<file path="src/rtl/time_set_editor.sv">
// Wall-clock timekeeper (BCD hh:mm:ss) with a button-driven field editor.
// currentState doubles as the edit FSM state; activeBlink holds the edited field steady.
module time_set_editor #(
    parameter int unsigned CLK_HZ        = 50_000_000,
    parameter int unsigned REPEAT_DELAY  = 25_000_000,
    parameter int unsigned REPEAT_PERIOD = 5_000_000,
    parameter int unsigned HOLD_CYCLES   = 50_000_000,
    parameter int unsigned EDIT_TIMEOUT  = 500_000_000
) (
    input  logic       CLK,
    input  logic       RST_N,
    input  logic       btn_mode,
    input  logic       btn_up,
    input  logic       btn_down,
    output logic [7:0] hours,
    output logic [7:0] minutes,
    output logic [7:0] seconds,
    output logic [1:0] currentState,
    output logic       activeBlink
);

    typedef enum logic [1:0] {
        ST_RUN         = 2'd0,
        ST_SET_HOURS   = 2'd1,
        ST_SET_MINUTES = 2'd2,
        ST_SET_SECONDS = 2'd3
    } state_t;

    state_t      r_state;
    logic [7:0]  r_hours, r_minutes, r_seconds;
    logic        r_blink;
    logic [31:0] r_presc, r_rep, r_hold, r_tmo;
    logic        r_rep_fast;
    logic        r_mode_prev, r_up_prev, r_down_prev;

    function automatic logic [7:0] bcd_inc(input logic [7:0] v, input logic [7:0] vmax);
        logic [3:0] hi;
        hi = v[7:4] + 4'd1;
        if (v == vmax)          return 8'h00;
        else if (v[3:0] == 4'd9) return {hi, 4'h0};
        else                     return v + 8'd1;
    endfunction

    function automatic logic [7:0] bcd_dec(input logic [7:0] v, input logic [7:0] vmax);
        logic [3:0] hi;
        hi = v[7:4] - 4'd1;
        if (v == 8'h00)          return vmax;
        else if (v[3:0] == 4'd0) return {hi, 4'h9};
        else                     return v - 8'd1;
    endfunction

    logic   w_mode_press, w_up_press, w_down_press;
    logic   w_any_btn, w_one_btn, w_in_set;
    logic   w_tick, w_timeout, w_rep_due, w_press_step, w_step;
    state_t w_next_state;

    assign w_mode_press = btn_mode & ~r_mode_prev;
    assign w_up_press   = btn_up & ~r_up_prev;
    assign w_down_press = btn_down & ~r_down_prev;
    assign w_any_btn    = btn_mode | btn_up | btn_down;
    assign w_one_btn    = btn_up ^ btn_down;
    assign w_in_set     = (r_state != ST_RUN);

    assign w_tick    = !w_in_set && (r_presc == CLK_HZ - 1);
    assign w_timeout = w_in_set && !w_any_btn && (r_tmo == EDIT_TIMEOUT - 1);

    // r_rep == 0 means no repeat armed; only a fresh press arms it.
    assign w_rep_due    = (r_rep != 32'd0) &&
                          (r_rep_fast ? (r_rep == REPEAT_PERIOD) : (r_rep == REPEAT_DELAY));
    assign w_press_step = w_one_btn && (btn_up ? w_up_press : w_down_press);
    assign w_step       = w_in_set && !w_mode_press && w_one_btn && (w_press_step || w_rep_due);

    always_comb begin
        w_next_state = r_state;
        if (w_mode_press)   w_next_state = state_t'(r_state + 2'd1);
        else if (w_timeout) w_next_state = ST_RUN;
    end

    always_ff @(posedge CLK or negedge RST_N) begin
        if (!RST_N) begin
            r_state     <= ST_RUN;
            r_hours     <= 8'h00;
            r_minutes   <= 8'h00;
            r_seconds   <= 8'h00;
            r_blink     <= 1'b0;
            r_presc     <= 32'd0;
            r_rep       <= 32'd0;
            r_rep_fast  <= 1'b0;
            r_hold      <= 32'd0;
            r_tmo       <= 32'd0;
            r_mode_prev <= 1'b0;
            r_up_prev   <= 1'b0;
            r_down_prev <= 1'b0;
        end else begin
            r_mode_prev <= btn_mode;
            r_up_prev   <= btn_up;
            r_down_prev <= btn_down;
            r_state     <= w_next_state;

            // Tick is applied before any mode change that leaves RUN this cycle.
            if (w_tick) begin
                r_presc <= 32'd0;
                if (r_seconds == 8'h59) begin
                    r_seconds <= 8'h00;
                    if (r_minutes == 8'h59) begin
                        r_minutes <= 8'h00;
                        r_hours   <= bcd_inc(r_hours, 8'h23);
                    end else begin
                        r_minutes <= bcd_inc(r_minutes, 8'h59);
                    end
                end else begin
                    r_seconds <= bcd_inc(r_seconds, 8'h59);
                end
            end else if (!w_in_set) begin
                r_presc <= r_presc + 32'd1;
            end else begin
                r_presc <= 32'd0;
            end

            if (w_step) begin
                case (r_state)
                    ST_SET_HOURS:   r_hours   <= btn_up ? bcd_inc(r_hours, 8'h23)   : bcd_dec(r_hours, 8'h23);
                    ST_SET_MINUTES: r_minutes <= btn_up ? bcd_inc(r_minutes, 8'h59) : bcd_dec(r_minutes, 8'h59);
                    ST_SET_SECONDS: r_seconds <= btn_up ? bcd_inc(r_seconds, 8'h59) : bcd_dec(r_seconds, 8'h59);
                    default:        ;
                endcase
            end

            if (!w_in_set || w_mode_press || !w_one_btn) begin
                r_rep      <= 32'd0;
                r_rep_fast <= 1'b0;
            end else if (w_press_step) begin
                r_rep      <= 32'd1;
                r_rep_fast <= 1'b0;
            end else if (w_rep_due) begin
                r_rep      <= 32'd1;
                r_rep_fast <= 1'b1;
            end else if (r_rep != 32'd0) begin
                r_rep <= r_rep + 32'd1;
            end

            if (w_next_state == ST_RUN) begin
                r_blink <= 1'b0;
                r_hold  <= 32'd0;
            end else if (w_step || (r_blink && (btn_up || btn_down))) begin
                r_blink <= 1'b1;
                r_hold  <= 32'd0;
            end else if (r_blink) begin
                if (r_hold == HOLD_CYCLES) begin
                    r_blink <= 1'b0;
                    r_hold  <= 32'd0;
                end else begin
                    r_hold <= r_hold + 32'd1;
                end
            end

            if (!w_in_set || w_any_btn || w_timeout) r_tmo <= 32'd0;
            else                                     r_tmo <= r_tmo + 32'd1;
        end
    end

    assign hours        = r_hours;
    assign minutes      = r_minutes;
    assign seconds      = r_seconds;
    assign currentState = r_state;
    assign activeBlink  = r_blink;

endmodule

</file>
<file path="config.mk">
export PLATFORM = sky130hd
export DESIGN_NAME = time_set_editor
export DESIGN_NICKNAME = d
export VERILOG_FILES = /design/src/rtl/time_set_editor.sv
export SDC_FILE = /design/constraint.sdc
export NUM_CORES = 1
export LEC_CHECK = 0
export ABC_AREA = 1
export ABC_CLOCK_PERIOD_IN_PS = 2900
export BUFFER_PORTS_ARGS = -buffer_cell sky130_fd_sc_hd__buf_4
export CAP_MARGIN = 20
export CORE_MARGIN = 2
export CORE_UTILIZATION = 48
export CTS_CLUSTER_SIZE = 14
export DETAILED_ROUTE_END_ITERATION = 10
export REMOVE_ABC_BUFFERS = 1
export SKIP_LAST_GASP = 1
export SYNTH_ARGS = -nofsm -noshare
export SYNTH_HDL_FRONTEND = slang
export SYNTH_SLANG_ARGS = --single-unit
</file>
<file path="constraint.sdc">
create_clock -name CLK -period 2.9 [get_ports CLK]
set_clock_uncertainty 0.05 [all_clocks]
set_input_delay 0.435 -clock CLK [delete_from_list [all_inputs] [get_ports CLK]]
set_output_delay 0.435 -clock CLK [all_outputs]
set_load 0.005 [all_outputs]
</file>
==> flow_metrics.py <==
metrics = {
    "status": {
        "status": "complete, but fails checks",
        "violations": "negative hold slack",
    },
    "clocking": {
        "root_buffer": "clkbuf_16",
        "clkTransAtPathRegs_ns": 0.06,
        "clock_latency_ns": 0.43,
        "cts_buffer_depth": 2,
        "cts_buffers": 17,
        "postCtsHoldBufs": 0,
        "post_cts_resized": 0,
        "cts_sinks": 159,
        "htree_levels": 4,
        "postCtsSetupRepairBufs": 0,
        "cts_tree": "done",
    },
    "final_layout": {
        "final_cell_mix": "nand2_1 (400), nor2_1 (260), inv_1 (183), nand3_1 (183), dfrtp_1 (159)",
        "postLayoutCellArea_mm2": 0.01222,
        "drive_above_1_share": 0.07427,
        "fin_nets": 1710,
        "diodes": 0,
        "final_common_cell": "nand2_1",
        "area_growth_pct": 9.975,
        "fin_cells": 1968,
    },
    "worst_setup_path": {
        "timing.critical_path.from": "currentState[0]",
        "cp.required_ns": 3.16,
        "crit_type": "reg -> reg",
        "r2r_cells": 10,
        "r2r-end": "r_hold[7]",
        "cpPeakStageDelay_ns": 0.52,
        "critPathCapture": "r_hold[7]",
        "arrival_ns": 2.69,
        "end_kind": "register",
        "reg2reg_slack_ns": 0.48,
        "critical_path.cell_chain": "inv_1 > ha_1 > inv_2 > nand3_1 > inv_1 > nand2_2 > nand2_2 > nor2_1 > nand3_1 > nand2_1",
        "critPathSlowestCell": "nand2_2",
        "crit_fanout": 33,
        "start_kind": "register",
        "r2r_start": "currentState[0]",
    },
    "synth": {
        "synth.top_cell.area_share": 0.3580,
        "synth_seq_area_share": 0.3580,
        "ys_top_cells_by_area": "dfrtp_1 (36%), nand2_1 (14%), nor2_1 (8.8%)",
        "ys_warn_count": 0,
        "postSynthAreaPerCell_um2": 6.756,
        "synth_area_mm2": 0.01111,
        "synth.largest_area_cell": "dfrtp_1",
        "ys_ff_latch": 159,
        "yosysUniqueCellTypes": 43,
        "async_flop_share": 1.000,
        "syn_inst": 1645,
        "ys.flop_type": "dfrtp_1",
        "synth_edf_count": 0,
    },
    "global_routing": {
        "grt_max_degree": 72,
        "track_usage": 0.2418,
        "first_global_vias": 9896,
        "gr-total-overflow": 0,
        "grt_pass1_wl_um": 48140,
        "antenna_found_initial": 0,
    },
    "timing": {
        "period_share": 0.8361,
        "timing.final.hold_violations": 25,
        "setup_violations": 0,
        "rsz0062_at_grt": "no",
        "max_freq_ghz": 0.4124,
        "finalSetupTns_ns": 0,
        "maxSlewViolCount": 0,
        "max_slew_margin": 0.5386,
        "hold_ws_ns": -0.01965,
        "min_period_ns": 2.425,
        "tightest_slew_ns": 0.6897,
    },
    "place": {
        "placed_area_mm2": 0.01163,
        "dp_cells": 1938,
        "dpl.hpwl_um": 20580,
        "portBuffers": 31,
        "routabilityCongestion": 0.8938,
    },
    "floorplan": {
        "die-height_um": 156.2,
        "initial_core_util": 0.4894,
        "core_mm2": 0.02271,
        "rows": 55,
        "dieArea_mm2": 0.02439,
        "num_io_pins": 32,
        "die_w_um": 156.2,
    },
    "hold_path": {
        "hold_class": "in -> async",
    },
    "routing": {
        "via_count": 10400,
        "firstDrtPassIters": 5,
        "drcViolationCount": 0,
        "wirelength_um": 28300,
        "drt_iter0_markers": 650,
        "wl_per_cell_um": 14.38,
        "viasPerCell": 5.285,
        "ant_nets": 0,
    },
    "power_and_ir_drop": {
        "total_power_mw": 7.505,
        "ir_drop_mv": 0.4053,
        "powerDensity_mw_per_mm2": 614.1,
        "p_leak_nw": 5.535,
    },
    "job": {
        "maxCapViolCount": 0,
    },
}
-- worst min-delay path by stage --
stage / to / slack, ns
after floorplan: activeBlink / 0.09
after global placement: r_tmo[0] / 0.41
after detailed placement: r_tmo[0] / 0.43
after CTS: r_hold[6] / 0.003
after global routing: r_hold[6] / 0.03
final: r_hold[6] / -0.02
-- cells in the mapped netlist (all sizes together) (11+ instances only) --
library cell and number:
a21oi 46, buf 24, clkbuf 14, dfrtp 159
ha 33, inv 189, nand2 411, nand3 188
nand4 34, nor2 275, nor3 65, nor4 11
o21ai 78, xor2 50
-- critical path: cells and delay by family, from the launching register on --
kind | cells | cell delay, ns
adder cells (fa/ha/maj) | 1 | 0.27
buffers and inverters | 3 | 0.52
flip-flops | 1 | 0.41
AND/OR/NAND/NOR | 6 | 1.06
-- layer usage --
| metal | track usage | vias up | share of wire |
|---|---|---|---|
| met4 | 0.07733 | 0 | 0.020 |
| met2 | 0.4060 | 192 | 0.47 |
| met1 | 0.3223 | 4806 | 0.47 |
| met5 | 0 | - | 0 |
| met3 | 0.03500 | 38 | 0.033 |
| li1 | - | 5365 | - |
-- registers in the layout (all words and copies together), names as in the netlist --
name and flops:
r_up_prev 1, r_rep 32, r_rep_fast 1, currentState 2
seconds 8, r_mode_prev 1, r_presc 32, r_hold 32
r_tmo 32, minutes 8, activeBlink 1, r_down_prev 1
hours 8
-- cell type report --
type	instances	area [um^2]
tap	285	356.6
multi-input combinational	1258	6212
clock buffer	20	446.7
fill	2248	10490
timing repair buffer	46	374.1
clock inverter	10	140.1
inverter	190	713.2
sequential	159	3979
-- cell families (layout without fill, tap and decap cells) --
logic type | Yosys count | count (layout) | share of synthesized area
buffers and inverters | 228 | 266 | 0.08320
DFF | 159 | 159 | 0.3580
adders and majority gates | 33 | 33 | 0.03715
and+or+nand+nor | 1005 | 1005 | 0.3952
AOI/OAI and AO/OA | 160 | 160 | 0.07915
xor gates and xnor gates | 60 | 60 | 0.04729
-- per-stage QoR --
step                worst slack [ns]    util  hold slack, ns
finish                        0.4753  0.5382        -0.01965
global route                  0.1823  0.5382         0.03461
CTS                           0.4376  0.5382        0.002631
detailed placement            0.4275  0.5123          0.4250
global placement              0.5512  0.5123          0.4118
floorplan                     0.2504       -         0.08941
-- power by group --
| group | internal (mW) | switching (mW) |
|---|---|---|
| Clock | 1.37 | 0.910 |
| Sequential | 2.39 | 0.338 |
| Combinational | 0.898 | 1.60 |
| Total | 4.65 | 2.85 |
No activity file was read; power rests on OpenSTA's default activity.
